### config.mk
export PLATFORM = sky130hd
export DESIGN_NAME = uart_tx_stream
export DESIGN_NICKNAME = d
export VERILOG_FILES = /design/src/rtl/uart_pkg.sv /design/src/rtl/sync_fifo.sv /design/src/rtl/uart_tx_stream.sv
export SDC_FILE = /design/constraint.sdc
export NUM_CORES = 1
export LEC_CHECK = 0
export CAP_MARGIN = 10
export CORE_ASPECT_RATIO = 1.75
export CORE_MARGIN = 5
export CORE_UTILIZATION = 59
export CTS_CLUSTER_DIAMETER = 150
export DETAILED_ROUTE_END_ITERATION = 10
export GPL_TIMING_DRIVEN = 0
export PLACE_DENSITY_LB_ADDON = 0.2
export SLEW_MARGIN = 20
export SYNTH_ARGS = -nofsm -noshare
export SYNTH_HDL_FRONTEND = slang
export SYNTH_SLANG_ARGS = --single-unit
export TNS_END_PERCENT = 10
### constraint.sdc
create_clock -name clk_50m -period 6.4 [get_ports clk_50m]
set_input_delay 0.64 -clock clk_50m [delete_from_list [all_inputs] [get_ports clk_50m]]
set_output_delay 0.64 -clock clk_50m [all_outputs]
set_load 0.005 [all_outputs]
### src/rtl/uart_pkg.sv
// Shared definitions for the streaming UART transmitter: FSM states and
// parity_mode encodings.
package uart_pkg;

  typedef enum logic [2:0] {
    IDLE   = 3'd0,
    START  = 3'd1,
    DATA   = 3'd2,
    PARITY = 3'd3,
    STOP   = 3'd4
  } tx_state_e;

  localparam logic [1:0] PAR_NONE = 2'b00;
  localparam logic [1:0] PAR_EVEN = 2'b01;
  localparam logic [1:0] PAR_ODD  = 2'b10;
  localparam logic [1:0] PAR_RSVD = 2'b11;

  function automatic logic parity_en(input logic [1:0] mode);
    return (mode == PAR_EVEN) || (mode == PAR_ODD);
  endfunction

  function automatic logic parity_inv(input logic [1:0] mode);
    return (mode == PAR_ODD);
  endfunction

endpackage

### src/rtl/sync_fifo.sv
// Show-ahead synchronous FIFO with occupancy counter and registered status
// flags; a write while full is only accepted when a pop happens the same cycle.
module sync_fifo
  import uart_pkg::*;
#(
  parameter int DATA_W = 8,
  parameter int DEPTH  = 16,
  parameter int AF_LVL = DEPTH - 2
) (
  input  logic                     clk_i,
  input  logic                     rst_i,
  input  logic                     wr_en_i,
  input  logic                     rd_en_i,
  input  logic [DATA_W-1:0]        din_i,
  output logic [DATA_W-1:0]        head_o,
  output logic                     full_o,
  output logic                     empty_o,
  output logic                     almost_full_o,
  output logic                     overflow_o,
  output logic [$clog2(DEPTH):0]   level_o
);

  localparam int AW = $clog2(DEPTH);

  logic [DATA_W-1:0] mem_q [DEPTH];
  logic [AW-1:0]     wr_ptr_q, rd_ptr_q;
  logic [AW:0]       level_q, level_d;
  logic              full_q, empty_q, af_q;
  logic              push;

  assign push       = wr_en_i && !rst_i && (!full_q || rd_en_i);
  assign overflow_o = wr_en_i && !rst_i && full_q && !rd_en_i;
  assign head_o     = mem_q[rd_ptr_q];

  always_comb begin
    level_d = level_q;
    if (push && !rd_en_i)
      level_d = level_q + 1'b1;
    else if (!push && rd_en_i)
      level_d = level_q - 1'b1;
  end

  // Flags are derived from the next level so they are registered yet current.
  always_ff @(posedge clk_i) begin
    if (rst_i) begin
      wr_ptr_q <= '0;
      rd_ptr_q <= '0;
      level_q  <= '0;
      full_q   <= 1'b0;
      empty_q  <= 1'b1;
      af_q     <= 1'b0;
    end else begin
      if (push)
        wr_ptr_q <= wr_ptr_q + 1'b1;
      if (rd_en_i)
        rd_ptr_q <= rd_ptr_q + 1'b1;
      level_q <= level_d;
      full_q  <= (level_d == (AW+1)'(DEPTH));
      empty_q <= (level_d == '0);
      af_q    <= (level_d >= (AW+1)'(AF_LVL));
    end
  end

  always_ff @(posedge clk_i) begin
    if (push)
      mem_q[wr_ptr_q] <= din_i;
  end

  assign full_o        = full_q;
  assign empty_o       = empty_q;
  assign almost_full_o = af_q;
  assign level_o       = level_q;

endmodule

### src/rtl/uart_tx_stream.sv
// FIFO-fed UART transmitter: pops one entry per frame and serialises it with
// start, LSB-first data, optional parity and one or two stop bits.
module uart_tx_stream
  import uart_pkg::*;
#(
  parameter int DATA_W     = 8,
  parameter int FIFO_DEPTH = 16,
  parameter int DIV_W      = 16,
  parameter int AF_LVL     = FIFO_DEPTH - 2
) (
  input  logic                          clk_50m,
  input  logic                          reset,
  input  logic [DATA_W-1:0]             din,
  input  logic                          wr_en,
  input  logic [DIV_W-1:0]              baud_div,
  input  logic [1:0]                    parity_mode,
  input  logic                          two_stop,
  output logic                          tx,
  output logic                          busy,
  output logic                          tx_done,
  output logic                          full,
  output logic                          empty,
  output logic                          almost_full,
  output logic [$clog2(FIFO_DEPTH):0]   level,
  output logic                          overflow
);

  localparam int BW = $clog2(DATA_W);

  tx_state_e         state_q, state_d;
  logic              tx_q, tx_d;
  logic [DIV_W-1:0]  cnt_q, cnt_d, div_q, div_d;
  logic [BW-1:0]     bits_q, bits_d;
  logic [DATA_W-1:0] shreg_q, shreg_d;
  logic              par_en_q, par_en_d, par_q, par_d;
  logic              two_stop_q, two_stop_d, stop2_q, stop2_d;
  logic              pop, bit_end;
  logic [DATA_W-1:0] head;

  assign pop = (state_q == IDLE) && !empty && !reset;

  sync_fifo #(
    .DATA_W (DATA_W),
    .DEPTH  (FIFO_DEPTH),
    .AF_LVL (AF_LVL)
  ) u_fifo (
    .clk_i         (clk_50m),
    .rst_i         (reset),
    .wr_en_i       (wr_en),
    .rd_en_i       (pop),
    .din_i         (din),
    .head_o        (head),
    .full_o        (full),
    .empty_o       (empty),
    .almost_full_o (almost_full),
    .overflow_o    (overflow),
    .level_o       (level)
  );

  always_comb begin
    state_d    = state_q;
    tx_d       = tx_q;
    cnt_d      = cnt_q;
    div_d      = div_q;
    bits_d     = bits_q;
    shreg_d    = shreg_q;
    par_en_d   = par_en_q;
    par_d      = par_q;
    two_stop_d = two_stop_q;
    stop2_d    = stop2_q;
    tx_done    = 1'b0;
    bit_end    = (cnt_q == DIV_W'(1));
    if (state_q != IDLE)
      cnt_d = bit_end ? div_q : cnt_q - 1'b1;
    case (state_q)
      IDLE: begin
        tx_d = 1'b1;
        // Snapshot all runtime config so mid-frame changes only affect the next frame.
        if (pop) begin
          state_d    = START;
          tx_d       = 1'b0;
          div_d      = (baud_div == '0) ? DIV_W'(1) : baud_div;
          cnt_d      = div_d;
          shreg_d    = head;
          par_en_d   = parity_en(parity_mode);
          par_d      = (^head) ^ parity_inv(parity_mode);
          two_stop_d = two_stop;
        end
      end
      START: begin
        if (bit_end) begin
          state_d = DATA;
          tx_d    = shreg_q[0];
          shreg_d = shreg_q >> 1;
          bits_d  = BW'(DATA_W - 1);
        end
      end
      DATA: begin
        if (bit_end) begin
          if (bits_q == '0) begin
            stop2_d = 1'b0;
            if (par_en_q) begin
              state_d = PARITY;
              tx_d    = par_q;
            end else begin
              state_d = STOP;
              tx_d    = 1'b1;
            end
          end else begin
            bits_d  = bits_q - 1'b1;
            tx_d    = shreg_q[0];
            shreg_d = shreg_q >> 1;
          end
        end
      end
      PARITY: begin
        if (bit_end) begin
          state_d = STOP;
          tx_d    = 1'b1;
        end
      end
      STOP: begin
        if (bit_end) begin
          if (two_stop_q && !stop2_q) begin
            stop2_d = 1'b1;
          end else begin
            state_d = IDLE;
            tx_done = !reset;
          end
        end
      end
      default: state_d = IDLE;
    endcase
  end

  always_ff @(posedge clk_50m) begin
    if (reset) begin
      state_q <= IDLE;
      tx_q    <= 1'b1;
      cnt_q   <= '0;
      bits_q  <= '0;
      stop2_q <= 1'b0;
    end else begin
      state_q <= state_d;
      tx_q    <= tx_d;
      cnt_q   <= cnt_d;
      bits_q  <= bits_d;
      stop2_q <= stop2_d;
    end
  end

  always_ff @(posedge clk_50m) begin
    div_q      <= div_d;
    shreg_q    <= shreg_d;
    par_en_q   <= par_en_d;
    par_q      <= par_d;
    two_stop_q <= two_stop_d;
  end

  assign tx   = tx_q;
  assign busy = (state_q != IDLE);

endmodule

**Yosys cells after proc, flatten, opt, wreduce, memory -nomap -nowiden**

Memory sizes are Yosys's and may differ from the RTL's. A register that Yosys moved wholly into a read port is not among the register bits.
Index checks and enable logic that the tools add are counted.

- Add/subtract/negate cells: 6
- Order comparisons: 1
- Equality and inequality tests: 17
- Muxes and demuxes: 44
- Bitwise logic cells: 1
- Reductions and logical operators: 33

Operators with widths:

| operator | count |
|---|---|
| $mux 16 | 5 |
| $mux 3 | 11 |
| $mux 8 | 4 |
| $pmux 8 s3 | 1 |
| $eq 16x1->1 const B | 1 |
| $logic_not 16->1 | 1 |
| $ne 2x2->1 const B | 8 |
| $sub 16x1->16 const B | 1 |
| $mux 1 | 15 |
| $pmux 3 s5 | 1 |
| $mux 5 | 2 |
| $reduce_and 5->1 | 2 |
| $logic_and 1x1->1 | 9 |
| $add 4x1->4 const B | 2 |
| $mux 4 | 2 |
| $reduce_and 4->1 | 2 |
| $reduce_xor 8->1 | 1 |
| $reduce_and 7->1 | 1 |
| $eq 3x2->1 const B | 2 |
| $logic_not 1->1 | 6 |
| $logic_not 3->1 | 2 |
| $pmux 3 s2 | 1 |
| $reduce_bool 3->1 | 2 |
| $add 5x1->5 const B | 1 |
| 17 further kinds | 19 |

- Register bits: 67
- Memory bits (writable): 128
- Logic and storage cells: 119
- Memories kept: 1

Memories:

| memory | words | width | read ports | clocked after Yosys merged registers in | wr ports | RTL line | RTL |
|---|---|---|---|---|---|---|---|
| u_fifo.mem_q | 16 | 8 | 1 | 1 | 1 | sync_fifo.sv:25 | `logic [DATA_W-1:0] mem_q [DEPTH];` |

**Longest topological paths before layout**

- Depth in word-level cells: 10
- Depth in mapped cells: 9

**By module**

From an unflattened synthesis, not the netlist that was laid out.

- Cell total of the unflattened synthesis: 591
- Area total of the unflattened synthesis: 8831.0 um^2

By module, submodules not included:

| module | times used | cells each | area an instance (um^2) |
|---|---|---|---|
| sync_fifo | 1 | 302 | 5999.5 |
| uart_tx_stream | 1 | 289 | 2831.5 |

**Worst setup path before layout**

Ideal clock, no wire load.

- Kind: input port to flip-flop
- Start: input port reset
- End: memory u_fifo.mem_q[3][0], enable pin
- Library setup time: 0.383 ns
- Arrival: 2.337 ns
- Data required time: 6.017 ns
- Path slack: 3.679 ns
- Stages: 6
- Cells stage by stage: clkbuf_1 > nor2_1 > nand2_1 > a21oi_1 > nand2_1 > nor3_1

- Word-level cells in the longest chain between the ends: 6
- Elaborated cells on any way between the ends: 7
- Classes of those cells: 2 x mux; 5 x reduce/logical

RTL lines:

| what | RTL line | RTL |
|---|---|---|
| start: declaration | uart_tx_stream.sv:12 | `input logic reset,` |
| $logic_not 1->1 (*) | sync_fifo.sv:31, uart_tx_stream.sv:40 |  |
| $logic_and 1x1->1 | uart_tx_stream.sv:40 | `assign pop = (state_q == IDLE) && !empty && !reset;` |
| $logic_or 1x1->1 | sync_fifo.sv:31 | `assign push = wr_en_i && !rst_i && (!full_q \|\| rd_en_i);` |
| $logic_and 1x1->1 (*) | sync_fifo.sv:31 |  |
| $mux 1 (*) | sync_fifo.sv:65 | `if (push)` |
| $mux 1 (implied by the code) (*) | sync_fifo.sv:66 | `mem_q[wr_ptr_q] <= din_i;` |
| end: declaration | sync_fifo.sv:25 |  |

Every way passes the cells marked *; elsewhere a longest branch is shown, timed or not.

**Worst setup path after layout**

- Start: register cnt_q[7]
- End: output port tx_done

- Word-level cells in the longest chain between the ends: 3

RTL lines:

| what | RTL line | RTL |
|---|---|---|
| start: declaration | uart_tx_stream.sv:32 | `logic [DIV_W-1:0] cnt_q, cnt_d, div_q, div_d;` |
| start signal: assignment | uart_tx_stream.sv:146 | `cnt_q <= cnt_d;` |
| $eq 16x1->1 | uart_tx_stream.sv:72 | `bit_end = (cnt_q == DIV_W'(1));` |
| $mux 1 | uart_tx_stream.sv:123 | `if (bit_end) begin` |
| $mux 1 | uart_tx_stream.sv:75 | `case (state_q)` |
| end: declaration | uart_tx_stream.sv:20 | `output logic tx_done,` |

No other way between the ends.

==> results.md <==
* CTS resizes at 0
* Vias at 5229
* Hold Fails Final Rpt at 0
* Root Buffer: clkbuf_16
* Worst skew pair latency at 0.43 ns
* RSZ-0062 raised after global routing: false
* Mapped Nets at 642
* P&R area growth vs syn at 15.2%
* Leak Pwr at 3.29 nW
* CTS clk-pin slew, worst paths at 0.08 ns
* IO Count at 42
* Worst setup EP type: primary output
* Gate power share at 24.1%
* Buffers on Ports at 41
* Total number of H-tree levels at 4
* Worst-margin pin slew at 0.994 ns
* Buf+Inv Stages, Crit Path at 1
* Routed Antenna Nets at 0
* Async S/R FF share, synth at 0%
* # fillers at 968
* Initial antenna violation count at 0
* Detailed placement HPWL at 13300 um
* Fin Clk Skew at 0.0149 ns
* Max Cap Viol at 0
* CP max-delay cell: nor3_1
* Final worst setup slack at 2.93 ns
* CTS buffer count at 17
* Delay of the slowest cell on the worst path at 0.55 ns
* Sw frac at 29.4%
* Sw Pwr at 1.05 mW
* First-pass DRT Iterations at 5
* Clock power share at 32.2%
* Worst endpoint required time at 5.76 ns
* Total track usage at 23.0%
* Area of the die at 0.0172 mm^2
* Post-Syn Area at 0.00858 mm^2
* Vias in the first global route at 5518
* Tmin final at 3.47 ns
* Global placer's final weighted congestion at 0.899
* Chip height at 170 um
* Cell count after synthesis at 600
* Crit path DAT at 2.83 ns
* CTS tree: done
* WHS Endpoint: bits_q[1]
* Via density at 6.14
* Library cells used by synthesis at 56
* FF+latch count, synth at 199
* Multi-input gate area at 0.00282 mm^2
* VDD IR-drop max at 0.313 mV
* Outcome: finished clean
* Max Transition Viols Final at 0
* RR Endpoint: u_fifo.mem_q[15][6]
* Crit start category: flop
* Synthesized area per cell at 14.3 um^2
* Reg2reg setup slack at 3.06 ns
* Register-to-Register Path Depth at 6
* Max Buffers Root-to-Sink at 2
* Yosys warns at 0
* CTS sink cnt at 199
* Delay-heaviest family, CP: simple AND/OR/NAND/NOR gates
* Hold path cells at 2
* Largest net degree at the start of global routing at 24
* Most frequent CP cell: nor3_1
* Setup CP Type: flop to primary output
* GRT Residual Overflow at 0
* DRC violations left at 0
* Sequential share of the synthesized area at 64.5%
* FP Rows at 58
* Post-CTS Hold Buffers at 0
* Final core occ at 68.8%
* DR iter-0 viols at 296
* Post-CTS Setup Bufs at 0
* Final Net Count at 702
* Max_slew headroom at 33.6%
* EDFF count, synth at 155
* Tcrit/Tclk final at 54.2%
* PwrDens at 363 mW/mm^2
* CP Cell Sequence: nor3_1 -> nand3_1 -> a211o_1 -> nor3_1 -> clkdlybuf4s50_1
* Hold_sp: bits_q[1]
* Die X at 101 um
* Final setup vio count at 0
* Internal at 2.53 mW
* CP max FO at 6
* Final WL at 18800 um
* Antenna cells at 0
* Register Area at 0.00554 mm^2
* Share of layout cells above drive strength 1 at 14.1%
* Hold WC Path Type: flop to flop
* First-pass GRT wire length at 29000 um
* Achievable Freq at 288 MHz
* Worst reg2reg path startpoint: state_q[1]
* Wire length per cell at 22.1 um
* Pre-CTS WS at 2.56 ns
* Sequential Power Share at 43.7%
* Starting Density at 59.7%
* TNS Setup at 0 ns
* Ys flop type: edfxtp_1
* Core area at 0.0144 mm^2
## cells in the mapped netlist, drive strengths merged (3+ instances only)
cell,instances,area [um^2]
nor3,17,90.1
edfxtp,155,4650
mux2,7,78.8
and3,3,18.8
a21oi,15,75.1
nand4,5,31.3
nand2,26,97.6
nor2b,17,106
mux2i,16,160
xor2,14,123
inv,16,60.1
dfxtp,44,881
nand3,14,70.1
nor4,6,37.5
o21ai,4,20.0
nand2b,7,43.8
buf,12,60.1
a211oi,31,245
nor2,53,201
ha,12,150
mux4,33,743
xnor2,16,140
clkbuf,33,124
or2,4,25.0
a311oi,3,26.3
o211ai,4,30.0
a22oi,5,37.5
## through the flow
stage	hold slack, ns	area [um^2]	std cells	power, mW
finish	0.512	9880	852	3.59
floorplan	0.463	8580	600	2.21
detailed placement	0.501	9240	821	2.45
CTS	0.512	9880	852	3.60
global placement	0.482	9220	821	2.43
global route	0.538	9880	852	3.74
## kinds of logic after synthesis
group	share of synthesized area, %
xor+xnor	3.32
flops	64.5
compound gates	6.90
mux	11.4
buf+inv	2.84
simple gates	9.24
fa+ha+maj	1.75
## power groups by stage
stage	Combinational [mW]	Sequential, mW	Clock, mW
6_report	0.864	1.57	1.16
5_1_grt	0.941	1.58	1.22
4_1_cts	0.865	1.57	1.17
3_5_place_dp	0.856	1.60	0
3_3_place_gp	0.834	1.59	0
2_1_floorplan	0.632	1.58	0
## metal layers
layer	GRT usage (%)	share of wire (%)
met2	42.3	56
met4	14.5	5.6
met3	4.03	4.8
met5	0	0
met1	23.2	34
## tightest hold or removal path: stages, from the launching register on
cell and delay [ns]:
dfxtp_1 0.32, nor2_1 0.10, a311oi_1 0.05
## placed cells by master (no fill, tap or decap), types with 16 or more instances in the layout
cell type / netlist / routed
clkbuf_16: 0 / 17
clkdlybuf4s50_1: 0 / 41
edfxtp_1: 155 / 155
inv_1: 16 / 16
clkbuf_1: 33 / 33
nor2_1: 52 / 52
a211oi_1: 30 / 30
mux4_2: 33 / 33
mux2i_1: 16 / 16
nor2b_1: 17 / 17
nand2_1: 26 / 26
xnor2_1: 16 / 16
dfxtp_1: 44 / 44
## state kept, by name, indices dropped and copies added, names as in the netlist, named ones only
name,cells
par_en_q,1
u_fifo.level_o,5
u_fifo.full_o,1
shreg_q,8
u_fifo.almost_full_o,1
stop2_q,1
state_q,3
u_fifo.empty_o,1
div_q,16
u_fifo.mem_q,128
u_fifo.wr_ptr_q,4
par_q,1
u_fifo.rd_ptr_q,4
tx,1
cnt_q,16
two_stop_q,1
bits_q,3
## worst max path at each step
stage	slack [ns]	depth (start not counted)	end	start
6_report	2.93	5	tx_done	cnt_q[7]
5_1_grt	2.83	5	tx_done	cnt_q[7]
4_1_cts	2.95	5	tx_done	cnt_q[6]
3_5_place_dp	2.56	7	u_fifo.mem_q[15][3]	reset
3_3_place_gp	2.32	7	u_fifo.mem_q[3][2]	reset
2_1_floorplan	3.68	6	u_fifo.mem_q[3][0]	reset
## layout make-up
| cell class | count | area share, % |
|---|---|---|
| timing repair buffer | 41 | 4.15 |
| inverter | 16 | 0.608 |
| multi-input combinational | 340 | 28.6 |
| clock buffer | 17 | 4.30 |
| buffer | 45 | 1.86 |
| clock inverter | 14 | 2.24 |
| tap | 180 | 2.28 |
| sequential | 199 | 56.0 |
Note: power is estimated with default switching activity, not from simulation.
